**config.mk**
```make
export PLATFORM = sky130hd
export DESIGN_NAME = bram_word_loader
export DESIGN_NICKNAME = d
export VERILOG_FILES = /design/src/rtl/bram_loader_pkg.sv /design/src/rtl/bram_word_loader_byte_packer.sv /design/src/rtl/bram_word_loader.sv
export SDC_FILE = /design/constraint.sdc
export NUM_CORES = 1
export LEC_CHECK = 0
export CORE_MARGIN = 8
export CORE_UTILIZATION = 46
export CTS_CLUSTER_SIZE = 24
export DETAILED_ROUTE_END_ITERATION = 16
export PLACE_DENSITY = 0.79
export SYNTH_ARGS = -nofsm -noshare
export SYNTH_HDL_FRONTEND = slang
export SYNTH_HIERARCHICAL = 1
export SYNTH_SLANG_ARGS = --single-unit
```
**constraint.sdc**
```tcl
create_clock -name clk_in -period 2.47 [get_ports clk_in]
set_clock_uncertainty 0.1 [all_clocks]
set_input_delay 0.494 -clock clk_in [delete_from_list [all_inputs] [get_ports clk_in]]
set_output_delay 0.494 -clock clk_in [all_outputs]
set_load 0.005 [all_outputs]
```
**src/rtl/bram_loader_pkg.sv**
```systemverilog
// Shared types and helpers for the BRAM word loader: FSM state encoding and
// the address wrap rule used when stepping through wrapper addresses.
package bram_loader_pkg;

   typedef enum logic [2:0] {
      S_IDLE,
      S_FILL,
      S_WRITE,
      S_WAIT,
      S_DONE
   } state_t;

   function automatic int unsigned next_addr(input int unsigned addr, input int unsigned addrs);
      return (addr >= addrs - 32'd1) ? 32'd0 : addr + 32'd1;
   endfunction

endpackage

```
**src/rtl/bram_word_loader_byte_packer.sv**
```systemverilog
// Little-endian byte assembler: each load drops a byte into the next lane of
// the word register; clear restarts at lane 0 with an all-zero word.
module byte_packer #(
   parameter  int unsigned BYTES = 32,
   localparam int unsigned IDX_W = (BYTES > 1) ? $clog2(BYTES) : 1
) (
   input  logic                 clk_in,
   input  logic                 rst_n_in,
   input  logic                 clear_in,
   input  logic                 load_in,
   input  logic [7:0]           byte_in,
   output logic [8*BYTES-1:0]   data_out,
   output logic                 last_out
);

   logic [IDX_W-1:0]   idx_q, idx_d;
   logic [8*BYTES-1:0] data_q, data_d;

   always_comb begin
      idx_d  = idx_q;
      data_d = data_q;
      if (clear_in) begin
         idx_d  = '0;
         data_d = '0;
      end else if (load_in) begin
         for (int unsigned i = 0; i < BYTES; i++) begin
            if (idx_q == IDX_W'(i)) data_d[8*i +: 8] = byte_in;
         end
         idx_d = (idx_q == IDX_W'(BYTES - 1)) ? '0 : idx_q + IDX_W'(1);
      end
   end

   always_ff @(posedge clk_in or negedge rst_n_in) begin
      if (!rst_n_in) begin
         idx_q  <= '0;
         data_q <= '0;
      end else begin
         idx_q  <= idx_d;
         data_q <= data_d;
      end
   end

   assign data_out = data_q;
   assign last_out = (idx_q == IDX_W'(BYTES - 1));

endmodule

```
**src/rtl/bram_word_loader.sv**
```systemverilog
// Packs a byte stream into wide words and writes them to consecutive wrapper
// addresses, one write per word, waiting for the wrapper's finished strobe.
module bram_word_loader
   import bram_loader_pkg::*;
#(
   parameter  int unsigned ADDRS      = 24,
   parameter  int unsigned BRAM_WIDTH = 64,
   parameter  int unsigned PIECES     = 4,
   localparam int unsigned WIDTH      = BRAM_WIDTH * PIECES,
   localparam int unsigned BYTES      = WIDTH / 8,
   localparam int unsigned ADDR_SIZE  = $clog2(ADDRS)
) (
   input  logic                 clk_in,
   input  logic                 rst_n_in,
   input  logic                 start_in,
   input  logic [ADDR_SIZE-1:0] base_addr_in,
   input  logic [ADDR_SIZE:0]   count_in,
   input  logic                 abort_in,
   input  logic [7:0]           byte_in,
   input  logic                 byte_valid_in,
   output logic                 byte_ready_out,
   output logic [ADDR_SIZE-1:0] addr_out,
   output logic [WIDTH-1:0]     data_out,
   output logic                 write_enable_out,
   input  logic                 finished_in,
   output logic                 busy_out,
   output logic                 done_out,
   output logic [ADDR_SIZE:0]   words_written_out
);

   if (BRAM_WIDTH % 8 != 0) begin : g_width_check
      $error("BRAM_WIDTH must be a multiple of 8");
   end

   state_t               state_q, state_d;
   logic [ADDR_SIZE-1:0] addr_q, addr_d;
   logic [ADDR_SIZE:0]   count_q, count_d;
   logic [ADDR_SIZE:0]   words_q, words_d;
   logic [ADDR_SIZE:0]   words_inc;
   logic                 ready_q, ready_d;
   logic                 we_q, we_d;
   logic                 done_q, done_d;
   logic                 clear;
   logic                 load;
   logic                 last;
   logic                 busy;

   assign load = byte_valid_in & ready_q;
   assign busy = (state_q != S_IDLE);

   byte_packer #(.BYTES(BYTES)) u_packer (
      .clk_in   (clk_in),
      .rst_n_in (rst_n_in),
      .clear_in (clear),
      .load_in  (load),
      .byte_in  (byte_in),
      .data_out (data_out),
      .last_out (last)
   );

   // Outputs are registered for the state being entered, so each branch
   // sets ready/we/done for the next cycle alongside state_d.
   always_comb begin
      state_d   = state_q;
      addr_d    = addr_q;
      count_d   = count_q;
      words_d   = words_q;
      ready_d   = 1'b0;
      we_d      = 1'b0;
      done_d    = 1'b0;
      clear     = 1'b0;
      words_inc = words_q + (ADDR_SIZE+1)'(1);
      case (state_q)
         S_IDLE: begin
            if (start_in) begin
               if (count_in != '0) begin
                  addr_d  = base_addr_in;
                  count_d = count_in;
                  words_d = '0;
                  clear   = 1'b1;
                  ready_d = 1'b1;
                  state_d = S_FILL;
               end else begin
                  done_d = 1'b1;
               end
            end
         end
         S_FILL: begin
            if (abort_in) begin
               state_d = S_IDLE;
            end else if (load && last) begin
               we_d    = 1'b1;
               state_d = S_WRITE;
            end else begin
               ready_d = 1'b1;
            end
         end
         S_WRITE: state_d = abort_in ? S_IDLE : S_WAIT;
         S_WAIT: begin
            if (abort_in) begin
               state_d = S_IDLE;
            end else if (finished_in) begin
               words_d = words_inc;
               if (words_inc == count_q) begin
                  done_d  = 1'b1;
                  state_d = S_DONE;
               end else begin
                  addr_d  = ADDR_SIZE'(next_addr(32'(addr_q), ADDRS));
                  clear   = 1'b1;
                  ready_d = 1'b1;
                  state_d = S_FILL;
               end
            end
         end
         S_DONE:  state_d = S_IDLE;
         default: state_d = S_IDLE;
      endcase
   end

   always_ff @(posedge clk_in or negedge rst_n_in) begin
      if (!rst_n_in) begin
         state_q <= S_IDLE;
         addr_q  <= '0;
         count_q <= '0;
         words_q <= '0;
         ready_q <= 1'b0;
         we_q    <= 1'b0;
         done_q  <= 1'b0;
      end else begin
         state_q <= state_d;
         addr_q  <= addr_d;
         count_q <= count_d;
         words_q <= words_d;
         ready_q <= ready_d;
         we_q    <= we_d;
         done_q  <= done_d;
      end
   end

   // Abort must be able to cancel a pulse already registered for this cycle.
   assign write_enable_out  = we_q & ~abort_in;
   assign done_out          = done_q & ~(abort_in & busy);
   assign byte_ready_out    = ready_q;
   assign busy_out          = busy;
   assign addr_out          = addr_q;
   assign words_written_out = words_q;

endmodule
```
Yosys cells after proc, flatten, opt, wreduce, memory -nomap -nowiden
Cells that the tools add are included.
{"block": "totals", "output_inout_bits": 271, "input_bits": 25, "ff_bits": 284, "elab_cells": 243}
{"block": "op_classes", "n_addsub": 3, "reduce_logical": 75, "eq_ne": 42, "magnitude_cmp": 1, "mux": 76, "bitwise_logic": 6}
{"op": "2-to-1 mux 256 bit", "n": 2}
{"op": "2-to-1 mux 8 bit", "n": 32}
{"op": "== test 5 bit, second input constant", "n": 16}
{"op": "nonzero test 2 bit", "n": 34}
{"op": "AND reduction 2 bit", "n": 32}
{"op": "2-to-1 mux 5 bit", "n": 9}
{"op": "== test 5 x 4 -> 1 bit, second input constant", "n": 8}
{"op": "2-to-1 mux 6 bit", "n": 4}
{"op": "2-to-1 mux 3 bit", "n": 7}
{"op": "== test 5 x 3 -> 1 bit, second input constant", "n": 4}
{"op": "2-to-1 mux 1 bit", "n": 15}
{"op": "case mux 3 bit (4 select lines)", "n": 1}
{"op": "case mux 6 bit (2 select lines)", "n": 1}
{"op": "adder 5 x 1 -> 5 bit, second input constant", "n": 2}
{"op": "== test 5 x 2 -> 1 bit, second input constant", "n": 2}
{"op": "inequality test 2 bit, second input constant", "n": 5}
{"op": "case mux 5 bit (2 select lines)", "n": 1}
{"op": "adder 6 x 1 -> 6 bit, second input constant", "n": 1}
{"op": "== test 3 x 2 -> 1 bit, second input constant", "n": 2}
{"op": "== test 6 bit", "n": 1}
{"op": "inequality test 3 bit, second input constant", "n": 2}
{"op": "AND reduction 6 bit", "n": 1}
{"op": "nonzero test 6 bit", "n": 1}
{"op": "== test 5 x 1 -> 1 bit, second input constant", "n": 1}
{"op": "14 further kinds", "n": 19}

Longest topological paths before layout
{"block": "depth", "ltp_word": 8, "mapped_depth": 12, "depth_no_buf": 8}

Modules after synthesis
Netlist, hierarchy kept.
{"module": "byte_packer", "area_per_inst_um2": 11602.4, "instances": 1, "seq_area_each_um2": 6531.3, "cells_each": 946}
{"module": "bram_word_loader", "area_per_inst_um2": 1336.3, "instances": 1, "seq_area_each_um2": 575.6, "cells_each": 132}

Worst setup path after synthesis
Ideal clock, no wire load.
{"block": "synth_timing", "path_type": "flip-flop to flip-flop", "from": "register words_q[0], in the netlist words_written_out[0]", "to": "register u_packer.data_q[64], in the netlist u_packer/data_out[64]", "path_buffers": 4, "path_stages_with_launch": 13, "required_time_ns": 2.290, "slack_ns": -0.239, "synth_period_minus_slack_ns": 2.709, "t_arrival_ns": 2.529, "setup_ns": 0.080, "cell_sequence": "dfrtp_1 > ha_1 > xor2_1 > a311oi_1 > nand3_1 > o31ai_4 > buf_6 > inv_2 > buf_2 > buf_2 > nand2b_1 > clkbuf_1 > mux2i_1"}
{"block": "synth_via", "elab_chain_cells": 8, "word_cells_on_any_way": 10, "classes_between": "1 x add/sub; 1 x eq/ne; 5 x mux; 3 x reduce/logical"}
{"item": "start, declared", "line": "bram_word_loader.sv:38", "text": "logic [ADDR_SIZE:0] words_q, words_d;"}
{"item": "start signal, assigned", "line": "bram_word_loader.sv:133", "text": "words_q <= words_d;"}
{"item": "adder 6 x 1 -> 6 bit *", "line": "bram_word_loader.sv:72", "text": "words_inc = words_q + (ADDR_SIZE+1)'(1);"}
{"item": "== test 6 bit *", "line": "bram_word_loader.sv:104", "text": "if (words_inc == count_q) begin"}
{"item": "2-to-1 mux 1 bit *", "line": "bram_word_loader.sv:104"}
{"item": "2-to-1 mux 1 bit *", "line": "bram_word_loader.sv:102", "text": "end else if (finished_in) begin"}
{"item": "2-to-1 mux 1 bit *", "line": "bram_word_loader.sv:100", "text": "if (abort_in) begin"}
{"item": "case mux 1 bit (2 select lines) *", "line": "bram_word_loader.sv:73", "text": "case (state_q)"}
{"item": "named net clear", "line": "bram_word_loader.sv:43", "text": "logic clear;"}
{"item": "nonzero test 2 bit (no source line)"}
{"item": "AND reduction 2 bit (no source line)"}
{"item": "end signal, assigned", "line": "bram_word_loader_byte_packer.sv:39", "text": "data_q <= data_d;"}
{"item": "end, declared", "line": "bram_word_loader_byte_packer.sv:17", "text": "logic [8*BYTES-1:0] data_q, data_d;"}
Mark *: on every way through the listed nets, which the timed path passes. The rest lies on a longest branch.
A chain may end at the register's enable or synchronous reset.

Final worst setup path
{"block": "layout_timing", "from": "register words_q[0], in the netlist words_written_out[0]", "to": "register u_packer.data_q[59], in the netlist u_packer/data_out[59]"}
Same word-level chain as after synthesis.

==> metrics.md <==
| Metric | Value |
|---|---|
| Gr ovfl total | `0` |
| Io pins | `296` |
| WL/cell | `20.6 µm` |
| Crit end category | `flop` |
| Setup TNS | `0 ps` |
| Area delta synth->final | `37.2%` |
| Leakage power | `9.01 nW` |
| Port bufs | `295` |
| Initial antenna violation count | `0` |
| RSZ-0062 raised after global routing | `yes` |
| Drt via density | `5.16` |
| Initial core utilization | `46.7%` |
| Maximum vdd drop | `0.000454 V` |
| Routability cong. | `0.844` |
| GRT Overall Usage | `21.3%` |
| Die width | `184 µm` |
| Largest area contributor in the netlist | `dfrtp_1` |
| CTS tree | `yes` |
| Largest net degree at the start of global routing | `86` |
| Number of synthesized flops with an enable pin | `0` |
| Number of global-route vias before repair | `9737` |
| Final min period | `2440 ps` |
| Routed Antenna Nets | `0` |
| Core Area | `0.0277 mm²` |
| Root Buffer Master | `clkbuf_16` |
| Syn avg cell area | `12.0 µm²` |
| FF/Latch Area | `0.00711 mm²` |
| Rel. slew slack | `62.3%` |
| Max Fclk | `0.409 GHz` |
| Synth Register Bits | `284` |
| Worst-Margin Slew | `566 ps` |
| Critical path peak fanout | `16` |
| H-Tree Depth | `1` |
| Total clock sinks | `284` |
| Rows | `61` |
| Share of layout cells above drive strength 1 | `12.7%` |
| Top_reg_cell synth | `dfrtp_1` |
| Chip height | `184 µm` |
| Area occupied by multi-input gates | `0.00551 mm²` |
| HPWL after DPL | `26000 µm` |
| Cell area after placement | `0.0167 mm²` |
| Count leader, synth | `dfrtp_1` |
| Syn Nets | `1111` |
| Initial DRC count | `551` |
| Max Cap Viol | `0` |
| Clk pin slew, worst setup/hold paths | `60 ps` |
| Cells after Synth | `1078` |
| PD cells | `608 mW/mm²` |
| Die area | `0.0337 mm²` |
| Pre-CTS setup slack | `-454 ps` |
| Design Area, Final | `0.0177 mm²` |
| Ys async rst share | `100%` |
| Synth top area cells | `dfrtp_1, mux2i_1, nand2b_1` |
| Number of distinct library cells after synthesis | `59` |
| Final Setup Violations | `0` |
| Via count | `9233` |
| Sequential area share after synthesis | `54.9%` |
| TritonCTS Buffers | `29` |
| Commonest cells post-synth | `dfrtp_1, nand2b_1, mux2i_1` |
| Synth Cell Area | `0.0129 mm²` |
| Clock buffer depth | `3` |
| Worst Slack Setup Final | `26.5 ps` |
| Drt drc | `0` |
| Worst Path Required | `2830 ps` |
| Total Power | `10.8 mW` |
| Skew-Pair Late Insertion Delay | `550 ps` |
| Share of the synthesized area in the top cell type | `54.9%` |
| Worst reg2reg path depth | `9` |
| Hold violation count in the final report | `0` |
| First-pass GRT wire length | `56900 µm` |
| Critical path type | `flop to flop` |
| Final wirelength | `36900 µm` |
| FILL cells | `2124` |
| Ys Warns | `6` |
| HP Class | `primary input to async pin` |
| Final nets | `1423` |
| N_diodes | `0` |
| Status | `complete, no violations` |
| Slew Limit Fails | `0` |
| Worst EP arrival | `2810 ps` |
| Type of origin of the critical path | `flop` |
| Iteration count of the initial detailed-routing pass | `5` |
| Fin crit share | `98.9%` |
==> placed cells by master, fill, tap and decap left out, types with 3 or more instances in the layout <==
cell type	Yosys	routed
a21oi_1	23	23
and3_1	8	8
buf_12	0	17
buf_4	4	46
clkbuf_1	55	5
clkbuf_16	0	29
clkbuf_8	0	9
clkdlybuf4s50_1	0	293
clkinv_2	0	7
dfrtp_1	284	280
dfrtp_2	0	4
ha_1	8	7
inv_1	8	8
mux2_2	5	5
mux2i_1	242	242
nand2_1	32	32
nand2_2	14	14
nand2b_1	249	241
nand2b_2	0	5
nand2b_4	0	3
nand3_1	22	22
nand3_2	9	9
nand3b_1	3	3
nand4_2	3	3
nor2_1	14	14
nor2b_1	6	6
o21ai_0	7	7
o21ai_2	6	6
xnor2_1	5	5
xor2_1	4	4
==> per-layer routing <==
| metal | up-vias | share of wire, % | GRT usage [%] |
|---|---|---|---|
| met3 | 44 | 8.0 | 5.75 |
| met4 | 0 | 1.9 | 4.90 |
| met2 | 291 | 47 | 34.8 |
| met1 | 4660 | 43 | 27.9 |
| li1 | 4238 | - | - |
| met5 | - | 0 | 0 |
==> flip-flops by register name, indices dropped and copies added (netlist names) <==
signal and flops:
addr_out 5, byte_ready_out 1, count_q 6, done_q 1, state_q 3, u_packer/data_out 256
u_packer/idx_q 5, we_q 1, words_written_out 6
==> path summary, 6_finish.rpt <==
check	from	endpoint	slack (ps)
worst max-delay path	words_written_out[0]$_DFFE_PN0P_	u_packer/data_out[59]$_DFFE_PN0P_	30
worst min-delay path	rst_n_in	u_packer/data_out[160]$_DFFE_PN0P_	390
worst max register to register	words_written_out[0]$_DFFE_PN0P_	u_packer/data_out[59]$_DFFE_PN0P_	30
worst min register to register	u_packer/data_out[254]$_DFFE_PN0P_	u_packer/data_out[254]$_DFFE_PN0P_	420
max in group asynchronous	rst_n_in	state_q[2]$_DFFE_PN0P_	1140
min in group clk_in	u_packer/data_out[254]$_DFFE_PN0P_	u_packer/data_out[254]$_DFFE_PN0P_	420
==> metrics by stage <==
stage	util (%)	hold WS, ps	instances
after floorplan	-	98.4	1078
after global placement	60.4	377	1733
after detailed placement	60.4	372	1733
after CTS	64.0	403	1789
after global routing	64.1	413	1790
final	64.1	389	1790
==> kinds of logic after synthesis <==
logic type               after synthesis  synth area share, %
flip-flops                           284                 54.9
AO/OA/AOI/OAI                         57                 3.09
buffers and inverters                 88                 2.95
XOR/XNOR                               9                0.609
adder cells (fa/ha/maj)                8                0.774
multiplexers                         248                 19.2
AND/OR/NAND/NOR                      384                 18.4
==> power breakdown <==
part | switching, mW | internal (mW) | total, mW
Clock | 1.80 | 2.52 | 4.33
Sequential | 0.144 | 4.81 | 4.95
Combinational | 0.763 | 0.750 | 1.51
==> worst max-delay path, stage by stage, from the launching register on <==
cell,delay [ps]
dfrtp_2,460
ha_4,270
xor2_1,130
a311oi_1,200
nand3_1,180
o31ai_4,290
inv_6,130
nand2b_2,250
buf_12,170
mux2i_1,170
==> final cells by class <==
class	count	share of cell area, %
inverter	9	0.219
clock buffer	43	4.89
timing repair buffer	360	20.6
sequential	284	40.1
multi-input combinational	706	31.0
clock inverter	10	0.465
tap	378	2.66
==> what timing repair did <==
action | 4_1_cts | 5_1_grt
buffers inserted | 2 | 1
cloned | 0 | 0
hold endpoints to repair | 51 | 0
setup endpoints to repair | 3 | 241
resized for setup | 8 | 1
hold buffers | 1 | 0
pin swaps | 0 | 0
No activity file was read; power rests on OpenSTA's default activity.
